--- config.mk ---
export PLATFORM = sky130hd
export DESIGN_NAME = keypad_entry_ctrl
export DESIGN_NICKNAME = d
export VERILOG_FILES = /design/src/rtl/keypad_entry_ctrl.sv
export SDC_FILE = /design/constraint.sdc
export NUM_CORES = 1
export LEC_CHECK = 0
export CELL_PAD_IN_SITES_DETAIL_PLACEMENT = 0
export CELL_PAD_IN_SITES_GLOBAL_PLACEMENT = 1
export CORE_MARGIN = 2
export CORE_UTILIZATION = 36
export DETAILED_ROUTE_END_ITERATION = 10
export HOLD_SLACK_MARGIN = 0.08
export PLACE_DENSITY = 0.8
export SLEW_MARGIN = 20
export SYNTH_ARGS = -nofsm -noshare
export SYNTH_HDL_FRONTEND = slang
export SYNTH_SLANG_ARGS = --single-unit
--- constraint.sdc ---
create_clock -name clk -period 2.1 [get_ports clk]
set_input_delay 0.42 -clock clk [delete_from_list [all_inputs] [get_ports clk]]
set_output_delay 0.42 -clock clk [all_outputs]
set_load 0.02 [all_outputs]
--- src/rtl/keypad_entry_ctrl.sv ---
// ============================================================================
//  Module   : keypad_entry_ctrl
//  Purpose  : Microwave-style keypad entry controller. It synchronizes and
//             debounces encoder keys, builds a 4-digit BCD preset and
//             sequences the load/run handshake with the countdown timer.
//  Revision : 1.0  initial release
// ============================================================================
`default_nettype none

module keypad_entry_ctrl #(
    parameter int DEBOUNCE = 4
) (
    input  logic        clk,
    input  logic        reset,
    input  logic        valid,
    input  logic [3:0]  BCD_in,
    input  logic        start,
    input  logic        clear,
    input  logic        door_closed,
    input  logic        timer_done,
    output logic        enablen,
    output logic [15:0] digits,
    output logic [2:0]  entry_count,
    output logic        load,
    output logic        running,
    output logic        err
);

    typedef enum logic [1:0] {
        S_IDLE     = 2'd0,
        S_WAIT_REL = 2'd1,
        S_LOAD     = 2'd2,
        S_RUN      = 2'd3
    } state_t;

    localparam logic [3:0] c_accept_cnt = 4'(DEBOUNCE - 1);

    state_t      r_state;
    state_t      w_state_nxt;
    logic        r_valid_m;
    logic        r_valid_s;
    logic [3:0]  r_bcd_m;
    logic [3:0]  r_bcd_s;
    logic [3:0]  r_bcd_prev;
    logic [3:0]  r_cnt;
    logic [3:0]  w_cnt_nxt;
    logic        r_start_d;
    logic        r_lock;
    logic [15:0] r_digits;
    logic [15:0] w_digits_nxt;
    logic [2:0]  r_count;
    logic [2:0]  w_count_nxt;
    logic        r_err;
    logic        w_err_nxt;
    logic        w_start_rise;
    logic        w_start_ok;
    logic        w_key_ok;

    assign w_start_rise = start & ~r_start_d;
    assign w_start_ok   = (r_count != 3'd0) && door_closed && (r_digits[7:4] <= 4'd5);

    // A key still held from before RUN stays locked out until it is released.
    assign w_key_ok = (r_state == S_IDLE) && !r_valid_s && !r_lock &&
                      (r_bcd_s <= 4'd9) && (w_cnt_nxt == c_accept_cnt);

    always_comb begin
        w_cnt_nxt = 4'd0;
        if (r_state != S_RUN && !r_valid_s && r_bcd_s == r_bcd_prev) begin
            w_cnt_nxt = (r_cnt == 4'hF) ? r_cnt : r_cnt + 4'd1;
        end
    end

    always_ff @(posedge clk or posedge reset) begin
        if (reset) begin
            r_valid_m  <= 1'b1;
            r_valid_s  <= 1'b1;
            r_bcd_m    <= 4'hF;
            r_bcd_s    <= 4'hF;
            r_bcd_prev <= 4'hF;
            r_cnt      <= 4'd0;
            r_start_d  <= 1'b0;
            r_lock     <= 1'b0;
            r_state    <= S_IDLE;
            r_digits   <= 16'h0000;
            r_count    <= 3'd0;
            r_err      <= 1'b0;
        end else begin
            r_valid_m  <= valid;
            r_valid_s  <= r_valid_m;
            r_bcd_m    <= BCD_in;
            r_bcd_s    <= r_bcd_m;
            r_bcd_prev <= r_bcd_s;
            r_cnt      <= w_cnt_nxt;
            r_start_d  <= start;
            if (r_state == S_LOAD || r_state == S_RUN) begin
                r_lock <= 1'b1;
            end else if (r_valid_s) begin
                r_lock <= 1'b0;
            end
            r_state    <= w_state_nxt;
            r_digits   <= w_digits_nxt;
            r_count    <= w_count_nxt;
            r_err      <= w_err_nxt;
        end
    end

    // Priority within entry states: clear, then start edge, then key, then release.
    always_comb begin
        w_state_nxt  = r_state;
        w_digits_nxt = r_digits;
        w_count_nxt  = r_count;
        w_err_nxt    = 1'b0;
        case (r_state)
            S_IDLE, S_WAIT_REL: begin
                if (clear) begin
                    w_state_nxt  = S_IDLE;
                    w_digits_nxt = 16'h0000;
                    w_count_nxt  = 3'd0;
                end else if (w_start_rise) begin
                    if (w_start_ok) begin
                        w_state_nxt = S_LOAD;
                    end else begin
                        w_err_nxt = 1'b1;
                    end
                end else if (w_key_ok) begin
                    w_state_nxt = S_WAIT_REL;
                    if (r_count < 3'd4) begin
                        w_digits_nxt = {r_digits[11:0], r_bcd_s};
                        w_count_nxt  = r_count + 3'd1;
                    end
                end else if (r_state == S_WAIT_REL && r_valid_s) begin
                    w_state_nxt = S_IDLE;
                end
            end
            S_LOAD: begin
                w_state_nxt = S_RUN;
            end
            S_RUN: begin
                if (timer_done || clear || !door_closed) begin
                    w_state_nxt  = S_IDLE;
                    w_digits_nxt = 16'h0000;
                    w_count_nxt  = 3'd0;
                end
            end
            default: begin
                w_state_nxt = S_IDLE;
            end
        endcase
    end

    assign enablen     = !(r_state == S_IDLE || r_state == S_WAIT_REL);
    assign load        = (r_state == S_LOAD);
    assign running     = (r_state == S_RUN);
    assign err         = r_err;
    assign digits      = r_digits;
    assign entry_count = r_count;

endmodule

`default_nettype wire

==> qor.yml, run 1 <==
synth:
  yosys.cell_count.top_type: "dfrtp_1"
  ys_top_cells_by_area: "dfrtp_1 (41%), dfstp_2 (22%), a22o_1 (8.8%)"
  synth_cell_types: 35
  synth.largest_area_cell: "dfrtp_1"
  synth_nets: 140
  syn_area_um2: 1700
  synth-async-reset-ratio: 1.00
  syn_avg_cell_area_um2: 13.5
  synth_top_area_frac: 0.413
  yosys-top-cells-count: "dfrtp_1 (28), a22o_1 (17), dfstp_2 (14), nand2_1 (6)"
  ys_ff_latch: 42
  syn-instance-count: 126
  synth_edf_count: 0
  seq_area_frac_synth: 0.629
  synthFlopType: "dfrtp_1"
  yosysWarnings: 0
layout:
  regArea_um2: 1070
  diodes: 0
  fin_nets: 186
  drive_above_1_share: 0.249
  post-route-util: 0.508
  postLayoutCellArea_um2: 2260
  areaGrowthSynthToFinish_pct: 32.9
  multi_input_area_um2: 591
  n_fill_cell: 384
  fin_cells: 225
sta:
  max_freq_ghz: 0.494
  final-max-slew-violation-count: 0
  skew_ns: 0.00631
  max_slew_margin: 0.658
  min_period_over_period: 0.964
  tightestPinTransition_ns: 0.513
  setup_tns_ns: 0
  setup_viol: 0
  final.min_clock_period_ns: 2.02
  timing.hold.ws_ns: 0.357
  hold_violations: 0
  final.setup.worst_slack_ns: 0.0766
clock_tree:
  cts_tree: "yes"
  cts-buffers-inserted: 5
  clkSinkCount: 42
  clkSlewWorstSetupHoldPaths_ns: 0.08
  cts_max_level: 2
  cts-root-buf: "clkbuf_8"
  cts.path.max_buffers: 2
  cts_hold_buffers: 0
  clock_insertion_delay_worst_skew_ns: 0.29
route:
  antenna_left: 0
  drtIter0Drc: 115
  drt_wl_total_um: 3390
  drc: 0
  dr.pass1.iters: 4
  wl_per_cell_um: 15.1
  vias: 1147
  routed_via_density: 5.10
global_routing:
  grt_pass1_wl_um: 5680
  grt_max_degree: 43
  antenna_found_initial: 0
  grt_util_all_layers: 0.142
  grt_remaining_overflow: 0
  grt_pass1_vias: 1174
floorplan:
  initial_core_util: 0.382
  dieArea_um2: 5280
  dieHeight_um: 72.7
  ios: 34
  core_area_um2: 4440
  num_rows: 24
  die_w_um: 72.7
outcome:
  outcome: "completed"
place:
  io_buffers: 33
  routabilityCongestion: 0.831
  placed_cells: 212
  dpl_cell_area_um2: 2090
  dpl.hpwl_um: 2290
  pre_cts_ws_ns: -0.0568
setup_path:
  endpoint_kind: "output port"
  cp.arrival_ns: 1.60
  cp_cell_sequence: "and2_1, clkdlybuf4s50_1"
  slowest_stage: "clkdlybuf4s50_1"
  cpPeakStageDelay_ns: 0.62
  cp-start-kind: "flip-flop"
  critPathTopFamily: "buffers and inverters"
  worst-path-buf-inv: 1
  rrSetupSlack_ns: 0.10
  required_ns: 1.68
  path_max_fanout: 7
  criticalPathCategory: "flip-flop to output port"
power_and_ir_drop:
  leakagePower_nw: 1.02
  p_per_area_nw_per_um2: 648
  finalPower_mw: 1.46
  vdd_ir_drop_max_uv: 477
worst_hold_path:
  hold_class: "flip-flop to flip-flop"
flow_run:
  drv_cap: 0
==> logic make-up after synthesis <==
kind of cell	after synthesis	share of synthesized area
compound gates	31	0.139
xor+xnor	5	0.0258
fa+ha+maj	3	0.0221
buf+inv	10	0.0398
flops	42	0.629
mux	2	0.0125
simple gates	33	0.131
==> layout by cell type (no fill, tap or decap), types with 3 or more instances in the layout <==
cell type,netlist,final
dfrtp_1,28,26
dfstp_2,14,14
o21ai_0,4,4
nor2_1,5,5
nor2b_1,3,3
clkbuf_8,0,6
xor2_1,4,4
nor3_1,3,3
nand2_1,6,6
buf_4,0,8
inv_1,5,5
clkdlybuf4s50_1,0,32
a22o_1,17,17
==> state kept, by name, summed over array words and instances, names as in the netlist <==
| register | flops |
|---|---|
| digits | 16 |
| entry_count | 3 |
| err | 1 |
| r_bcd_m | 4 |
| r_bcd_prev | 4 |
| r_bcd_s | 4 |
| r_cnt | 4 |
| r_lock | 1 |
| r_start_d | 1 |
| r_state | 2 |
| r_valid_m | 1 |
| r_valid_s | 1 |
==> power breakdown <==
part / switching [mW] / total, mW / internal, mW
clock network: 0.255 / 0.520 / 0.265
logic: 0.0491 / 0.0900 / 0.0409
registers: 0.0154 / 0.853 / 0.838
total: 0.320 / 1.46 / 1.14
==> worst reg2reg max path: cells and delay by family (launching register included) <==
family	cells	cell delay, ns
and+or+nand+nor	4	0.74
DFF	1	0.45
buffers and inverters	2	0.34
adders and majority gates	1	0.28
AOI/OAI and AO/OA	1	0.13
==> final cells by class <==
cell class              count  area share
repair buffers             44       0.186
clock buffers               7      0.0382
well taps                  52      0.0288
multi-input cells          74       0.262
inverters                   5     0.00831
flip-flops and latches     42       0.475
clock inverters             1     0.00222
==> timing repair <==
action / 4_1_cts / 5_1_grt
setup buffers: 0 / 3
endpoints found under the setup margin: 3 / 20
gates resized for setup: 2 / 9
hold endpoints to repair: 0 / 0
pin swaps: 0 / 2
gates cloned: 0 / 2
==> per-layer routing <==
metal | global-route usage | wire length, um | vias up
met5 | 0 | 0 | -
met4 | 0.0576 | 68 | 0
met3 | 0.0552 | 146 | 8
met2 | 0.232 | 1730 | 30
met1 | 0.169 | 1440 | 570
li1 | - | - | 539
==> worst paths after layout <==
kind	startpoint	to	cells after the start
setup / recovery	r_state[0]$_DFFE_PP0P_	running	2
hold / removal	r_valid_m$_DFF_PP1_	r_valid_s$_DFF_PP1_	0
setup reg to reg	r_cnt[1]$_DFF_PP0_	digits[9]$_DFFE_PP0P_	8
hold reg to reg	r_valid_m$_DFF_PP1_	r_valid_s$_DFF_PP1_	0
max in group asynchronous	reset	r_cnt[1]$_DFF_PP0_	3
min in group asynchronous	reset	digits[4]$_DFFE_PP0P_	3
No activity file was read; power rests on OpenSTA's default activity.
==> run 2, diff against run 1 <==
--- a/config.mk
+++ b/config.mk
@@ -7,7 +7,6 @@
 export LEC_CHECK = 0
 export CELL_PAD_IN_SITES_DETAIL_PLACEMENT = 0
 export CELL_PAD_IN_SITES_GLOBAL_PLACEMENT = 1
-export CORE_MARGIN = 2
 export CORE_UTILIZATION = 36
 export DETAILED_ROUTE_END_ITERATION = 10
 export HOLD_SLACK_MARGIN = 0.08
==> run 2 against run 1 <==
  * The run now ends with design-rule violations left
  * Sequential cell count stayed put
  * Utilization is 0.87 points higher
  * Hold slack hardly changed
  * Power is 2.3% higher
  * Sequential share of layout area is 0.80 points lower
  * Global-route usage is 0.055 points higher
  * Setup slack worse by 0.029 ns
==> qor.yml, run 2 (same netlist as run 1, synthesis figures left out) <==
outcome:
  outcome: "finished with violations"  # was completed
  failed_checks: "design-rule violations"
global_routing:
  grt_pass1_wl_um: 5450  # was 5680 um
  grt_util_all_layers: 0.143  # was 0.142
  antenna_found_initial: 0  # unchanged
  grt_pass1_vias: 1138  # was 1,174
  grt_max_degree: 43  # unchanged
  grt_remaining_overflow: 0  # unchanged
sta:
  final-max-slew-violation-count: 0  # unchanged
  setup_viol: 0  # unchanged
  final.setup.worst_slack_ns: 0.0477  # was 0.0766 ns
  skew_ns: 0.00722  # was 0.00631 ns
  timing.hold.ws_ns: 0.357  # about the same
  max_freq_ghz: 0.487  # was 0.494 GHz
  max_slew_margin: 0.667  # was 0.658
  tightestPinTransition_ns: 0.500  # was 0.513 ns
  hold_violations: 0  # unchanged
  min_period_over_period: 0.977  # was 0.964
  final.min_clock_period_ns: 2.05  # was 2.02 ns
setup_path:
  path_max_fanout: 8  # was 7
  endpoint_kind: "flip-flop"  # was output port
  criticalPathCategory: "flip-flop to flip-flop"  # was flip-flop to output port
  cp.arrival_ns: 2.24  # was 1.60 ns
  cpPeakStageDelay_ns: 0.44  # was 0.62 ns
  slowest_stage: "dfrtp_2"  # was clkdlybuf4s50_1
  cp-start-kind: "flip-flop"  # unchanged
  cp_cell_sequence: "ha_4, nor4b_4, and3_4, nand4_4, a21o_4, clkbuf_16, a22o_1"  # was and2_1, clkdlybuf4s50_1
  required_ns: 2.29  # was 1.68 ns
route:
  dr_wl_met2_um: 1460  # was 1730 um
  drtIter0Drc: 62  # was 115
  dr.pass1.iters: 7  # was 4
  m1WireLength_um: 1480  # was 1440 um
  routed_via_density: 5.05  # was 5.10
  drt_wl_total_um: 3170  # was 3390 um
  highest_layer: "met4"  # unchanged
  route.met3.wl_um: 159  # was 146 um
  drc: 9  # was 0
  antenna_left: 0  # unchanged
  wl_per_cell_um: 14.1  # was 15.1 um
  vias: 1131  # was 1,147
flow_run:
  drv_cap: 0  # unchanged
clock_tree:
  cts.path.max_buffers: 2  # unchanged
  cts_tree: "yes"  # unchanged
  clock_insertion_delay_worst_skew_ns: 0.29  # about the same
  cts_max_level: 2  # unchanged
  cts_hold_buffers: 0  # unchanged
  cts-root-buf: "clkbuf_8"  # unchanged
  cts-buffers-inserted: 5  # unchanged
  clkSinkCount: 42  # unchanged
  clkSlewWorstSetupHoldPaths_ns: 0.08  # about the same
layout:
  fin_cells: 224  # was 225
  drive_above_1_share: 0.256  # was 0.249
  post-route-util: 0.517  # was 0.508
  fin_nets: 185  # was 186
  final_cell_mix: "clkdlybuf4s50_1 (32), dfrtp_1 (26), a22o_1 (17), dfstp_2 (14), buf_4 (7)"  # was clkdlybuf4s50_1 (32), dfrtp_1 (26), a22o_1 (17), dfstp_2 (14), buf_4 (8)
  final_common_cell: "clkdlybuf4s50_1"  # unchanged
  diodes: 0  # unchanged
  areaGrowthSynthToFinish_pct: 35.2  # was 32.9%
  largest_reg_flops: 16  # unchanged
power_and_ir_drop:
  vdd_ir_drop_max_uv: 324  # was 477 uV
  p_per_area_nw_per_um2: 652  # was 648 nW/um^2
  leakagePower_nw: 1.02  # about the same
floorplan:
  core_area_um2: 4440  # unchanged
  dieHeight_um: 70.7  # was 72.7 um
  dieArea_um2: 4990  # was 5280 um^2
  die_w_um: 70.7  # was 72.7 um
  initial_core_util: 0.382  # unchanged
  ios: 34  # unchanged
  num_rows: 24  # unchanged
worst_hold_path:
  hold_class: "flip-flop to flip-flop"  # unchanged
place:
  pre_cts_ws_ns: 0.00230  # was -0.0568 ns
  dpl.hpwl_um: 2170  # was 2290 um
  routabilityCongestion: 0.757  # was 0.831
  placed_cells: 212  # unchanged
  io_buffers: 33  # unchanged
==> run 2: cell types whose count changed in the layout (fill, tap and decap cells not counted) <==
cell        before  now
clkbuf_16        0    1
nor4b_4          0    1
and3_4           0    1
clkbuf_1         1    0
buf_2            1    0
buf_6            2    1
buf_4            8    7
buf_12           0    1
and3_1           1    0
nor4b_2          1    0
clkinvlp_4       0    1
==> run 2: worst max-delay path: cells and delay by family, from the launching register on <==
kind            cells  cell delay (ns)
compound gates      2             0.51
flops               1             0.44
buf+inv             1             0.16
simple gates        3             0.56
fa+ha+maj           1             0.28
==> run 2: repair_timing <==
action	CTS	global route
cloned	0	1
endpoints found under the setup margin	17	17
pin swaps	1	2
buffers inserted	0	3
gates resized for setup	2	7
==> run 2: path summary, 6_finish.rpt <==
path / start / end / slack (ns) / cells after the start
worst max-delay path: r_cnt[1]$_DFF_PP0_ / digits[10]$_DFFE_PP0P_ / 0.05 / 7
worst min-delay path: r_bcd_m[3]$_DFF_PP1_ / r_bcd_s[3]$_DFF_PP1_ / 0.36 / 0
worst max register to register: r_cnt[1]$_DFF_PP0_ / digits[10]$_DFFE_PP0P_ / 0.05 / 7
worst min register to register: r_bcd_m[3]$_DFF_PP1_ / r_bcd_s[3]$_DFF_PP1_ / 0.36 / 0
max in group asynchronous: reset / r_cnt[1]$_DFF_PP0_ / 1.18 / 3
min in group asynchronous: reset / entry_count[2]$_DFFE_PP0P_ / 0.55 / 3
==> run 2: where the power goes <==
part	internal (mW)	switching (mW)
Sequential	0.837	0.0151
Combinational	0.0513	0.0517
Clock	0.264	0.278
Total	1.15	0.344
==> run 2: layout make-up <==
class	instances	area, um^2
Inverter	5	18.8
Clock inverter	2	12.5
Tap cell	52	65.1
Multi-Input combinational cell	74	604
Clock buffer	6	82.6
Timing Repair Buffer	43	442
Fill cell	398	2150
Sequential cell	42	1070
==> run 2: metal layers <==
metal | track usage | up-vias
li1 | - | 536
met1 | 0.182 | 556
met2 | 0.231 | 33
met3 | 0.0399 | 6
met4 | 0.0600 | 0
met5 | 0 | -
==> run 2: through the flow <==
step / TNS, ns / total power, mW / area (um^2)
2_1_floorplan: 0 / 0.919 / 1700
3_3_place_gp: 0 / 0.956 / 2100
3_5_place_dp: 0 / 0.959 / 2100
4_1_cts: 0 / 1.51 / 2210
5_1_grt: -0.0476 / 1.57 / 2300
6_report: 0 / 1.50 / 2300
==> run 3, diff against run 2 <==
--- a/config.mk
+++ b/config.mk
@@ -7,10 +7,10 @@
 export LEC_CHECK = 0
 export CELL_PAD_IN_SITES_DETAIL_PLACEMENT = 0
 export CELL_PAD_IN_SITES_GLOBAL_PLACEMENT = 1
-export CORE_UTILIZATION = 36
+export CORE_UTILIZATION = 25
 export DETAILED_ROUTE_END_ITERATION = 10
 export HOLD_SLACK_MARGIN = 0.08
-export PLACE_DENSITY = 0.8
+export PLACE_DENSITY = 0.61
 export SLEW_MARGIN = 20
 export SYNTH_ARGS = -nofsm -noshare
 export SYNTH_HDL_FRONTEND = slang
==> run 3 against run 2 <==
  * The flow still finishes with violations (design-rule violations)
  * Via count fell by 0.88%
  * Utilization decreased by 17 points
  * Final cell count rose by 11%
  * Count of clock-buffer cells in the layout is the same
  * Design area is 1.6% lower
  * Non-clock buffer count unchanged
  * Critical path type is now flip-flop to output port
  * Largest cell class unchanged
  * Highest routed layer unchanged
==> qor.yml, run 3 (same netlist as run 1, synthesis figures left out) <==
sta:
  max_slew_margin: 0.657  # was 0.667
  min_period_over_period: 0.962  # was 0.977
  timing.hold.ws_ns: 0.354  # was 0.357 ns
  setup_viol: 0  # unchanged
  skew_ns: 0.00598  # was 0.00722 ns
  final.min_clock_period_ns: 2.02  # was 2.05 ns
  final-max-slew-violation-count: 0  # unchanged
  max_freq_ghz: 0.495  # was 0.487 GHz
  hold_violations: 0  # unchanged
  final.setup.worst_slack_ns: 0.0797  # was 0.0477 ns
  tightestPinTransition_ns: 0.514  # was 0.500 ns
clock_tree:
  cts_tree: "yes"  # unchanged
  cts.path.max_buffers: 2  # unchanged
  cts-root-buf: "clkbuf_8"  # unchanged
  cts-buffers-inserted: 5  # unchanged
  clkSlewWorstSetupHoldPaths_ns: 0.08  # about the same
  cts_hold_buffers: 0  # unchanged
  clkSinkCount: 42  # unchanged
  clock_insertion_delay_worst_skew_ns: 0.29  # about the same
  cts_max_level: 2  # unchanged
power_and_ir_drop:
  leakagePower_nw: 0.993  # was 1.02 nW
  finalPower_mw: 1.50  # about the same
  vdd_ir_drop_max_uv: 426  # was 324 uV
  p_per_area_nw_per_um2: 663  # was 652 nW/um^2
floorplan:
  die_w_um: 84.4  # was 70.7 um
  num_rows: 29  # was 24
  core_area_um2: 6460  # was 4440 um^2
  ios: 34  # unchanged
  dieArea_um2: 7130  # was 4990 um^2
  dieHeight_um: 84.4  # was 70.7 um
  initial_core_util: 0.263  # was 0.382
global_routing:
  antenna_found_initial: 0  # unchanged
  grt_max_degree: 43  # unchanged
  grt_pass1_wl_um: 5640  # was 5450 um
  grt_util_all_layers: 0.103  # was 0.143
  grt_pass1_vias: 1193  # was 1,138
  grt_remaining_overflow: 0  # unchanged
place:
  dpl.hpwl_um: 2450  # was 2170 um
  pre_cts_ws_ns: -0.0326  # was 0.00230 ns
  io_buffers: 33  # unchanged
  routabilityCongestion: 0.753  # was 0.757
  dpl_cell_area_um2: 2140  # was 2100 um^2
setup_path:
  endpoint_kind: "output port"  # was flip-flop
  cp_cell_sequence: "and2_1, clkdlybuf4s50_1"  # was ha_4, nor4b_4, and3_4, nand4_4, a21o_4, clkbuf_16, a22o_1
  cpPeakStageDelay_ns: 0.62  # was 0.44 ns
  required_ns: 1.68  # was 2.29 ns
  cp-start-kind: "flip-flop"  # unchanged
  slowest_stage: "clkdlybuf4s50_1"  # was dfrtp_2
  cp.arrival_ns: 1.60  # was 2.24 ns
  criticalPathCategory: "flip-flop to output port"  # was flip-flop to flip-flop
  path_max_fanout: 7  # was 8
layout:
  final_cell_mix: "clkdlybuf4s50_1 (33), dfrtp_1 (27), a22o_1 (17), dfstp_2 (14), buf_4 (10)"  # was clkdlybuf4s50_1 (32), dfrtp_1 (26), a22o_1 (17), dfstp_2 (14), buf_4 (7)
  areaGrowthSynthToFinish_pct: 33.1  # was 35.2%
  postLayoutCellArea_um2: 2260  # was 2300 um^2
  drive_above_1_share: 0.233  # was 0.256
  post-route-util: 0.350  # was 0.517
  largest_reg_flops: 16  # unchanged
  fin_nets: 185  # unchanged
  final_common_cell: "clkdlybuf4s50_1"  # unchanged
  diodes: 0  # unchanged
route:
  highest_layer: "met4"  # unchanged
  vias: 1121  # was 1,131
  dr_wl_met2_um: 1710  # was 1460 um
  routed_via_density: 4.50  # was 5.05
  drc: 4  # was 9
  dr.pass1.iters: 7  # unchanged
  drt_wl_total_um: 3390  # was 3170 um
  antenna_left: 0  # unchanged
  m1WireLength_um: 1460  # was 1480 um
  wl_per_cell_um: 13.6  # was 14.1 um
  drtIter0Drc: 81  # was 62
  route.met3.wl_um: 140  # was 159 um
flow_run:
  drv_cap: 0  # unchanged
outcome:
  failed_checks: "design-rule violations"  # unchanged
  outcome: "finished with violations"  # unchanged
worst_hold_path:
  hold_class: "flip-flop to flip-flop"  # unchanged
-- run 3: cell count changes in the layout (fill, tap and decap cells not counted), sizes merged --
cell	previous run	this run
clkbuf	7	6
inv	5	6
dlymetal6s2s	1	0
buf	9	10
clkinv	1	0
clkdlybuf4s50	32	33
-- run 3: metrics by stage --
stage	TNS [ns]	std cells
after CTS	0	248
after global placement	0	240
after global routing	-0.00136	249
after floorplan	0	126
final	0	249
after detailed placement	-0.290	240
-- run 3: area by class of cell --
cell class	instances	area, um^2
fill	647	4200
multi-input combinational	74	571
inverter	5	18.8
timing repair buffer	43	405
tap	77	96.3
sequential	42	1070
clock buffer	6	82.6
clock inverter	2	16.3
-- run 3: worst max-delay path, delay by kind of cell, from the launching register on --
family        cells  cell delay [ns]
flops             1             0.48
simple gates      1             0.21
buf+inv           1             0.62
-- run 3: report_power, final --
part / internal (mW) / leakage (nW) / total, mW / switching, mW
clock: 0.270 / 0.0478 / 0.552 / 0.282
sequential: 0.837 / 0.533 / 0.852 / 0.0143
combinational: 0.0425 / 0.413 / 0.0932 / 0.0507
-- run 3: timing repair --
item | in CTS | in global routing
resized for setup | 1 | 1
pin swaps | 0 | 2
buffers inserted | 0 | 1
endpoints found under the setup margin | 2 | 17
-- run 3: per-layer routing --
metal | GRT usage | vias up
li1 | - | 540
met4 | 0.0586 | 0
met2 | 0.168 | 25
met5 | 0 | -
met1 | 0.125 | 549
met3 | 0.0256 | 7
-- run 3: path summary, 6_finish.rpt --
check / start / to / slack, ns / cells past startpoint
min: r_bcd_m[3]$_DFF_PP1_ / r_bcd_s[3]$_DFF_PP1_ / 0.35 / 0
min in group asynchronous: reset / digits[3]$_DFFE_PP0P_ / 0.56 / 3
min reg2reg: r_bcd_m[3]$_DFF_PP1_ / r_bcd_s[3]$_DFF_PP1_ / 0.35 / 0
max reg2reg: r_cnt[0]$_DFF_PP0_ / digits[11]$_DFFE_PP0P_ / 0.13 / 7
max in group asynchronous: reset / r_state[1]$_DFFE_PP0P_ / 1.16 / 3
max: r_state[0]$_DFFE_PP0P_ / running / 0.08 / 2
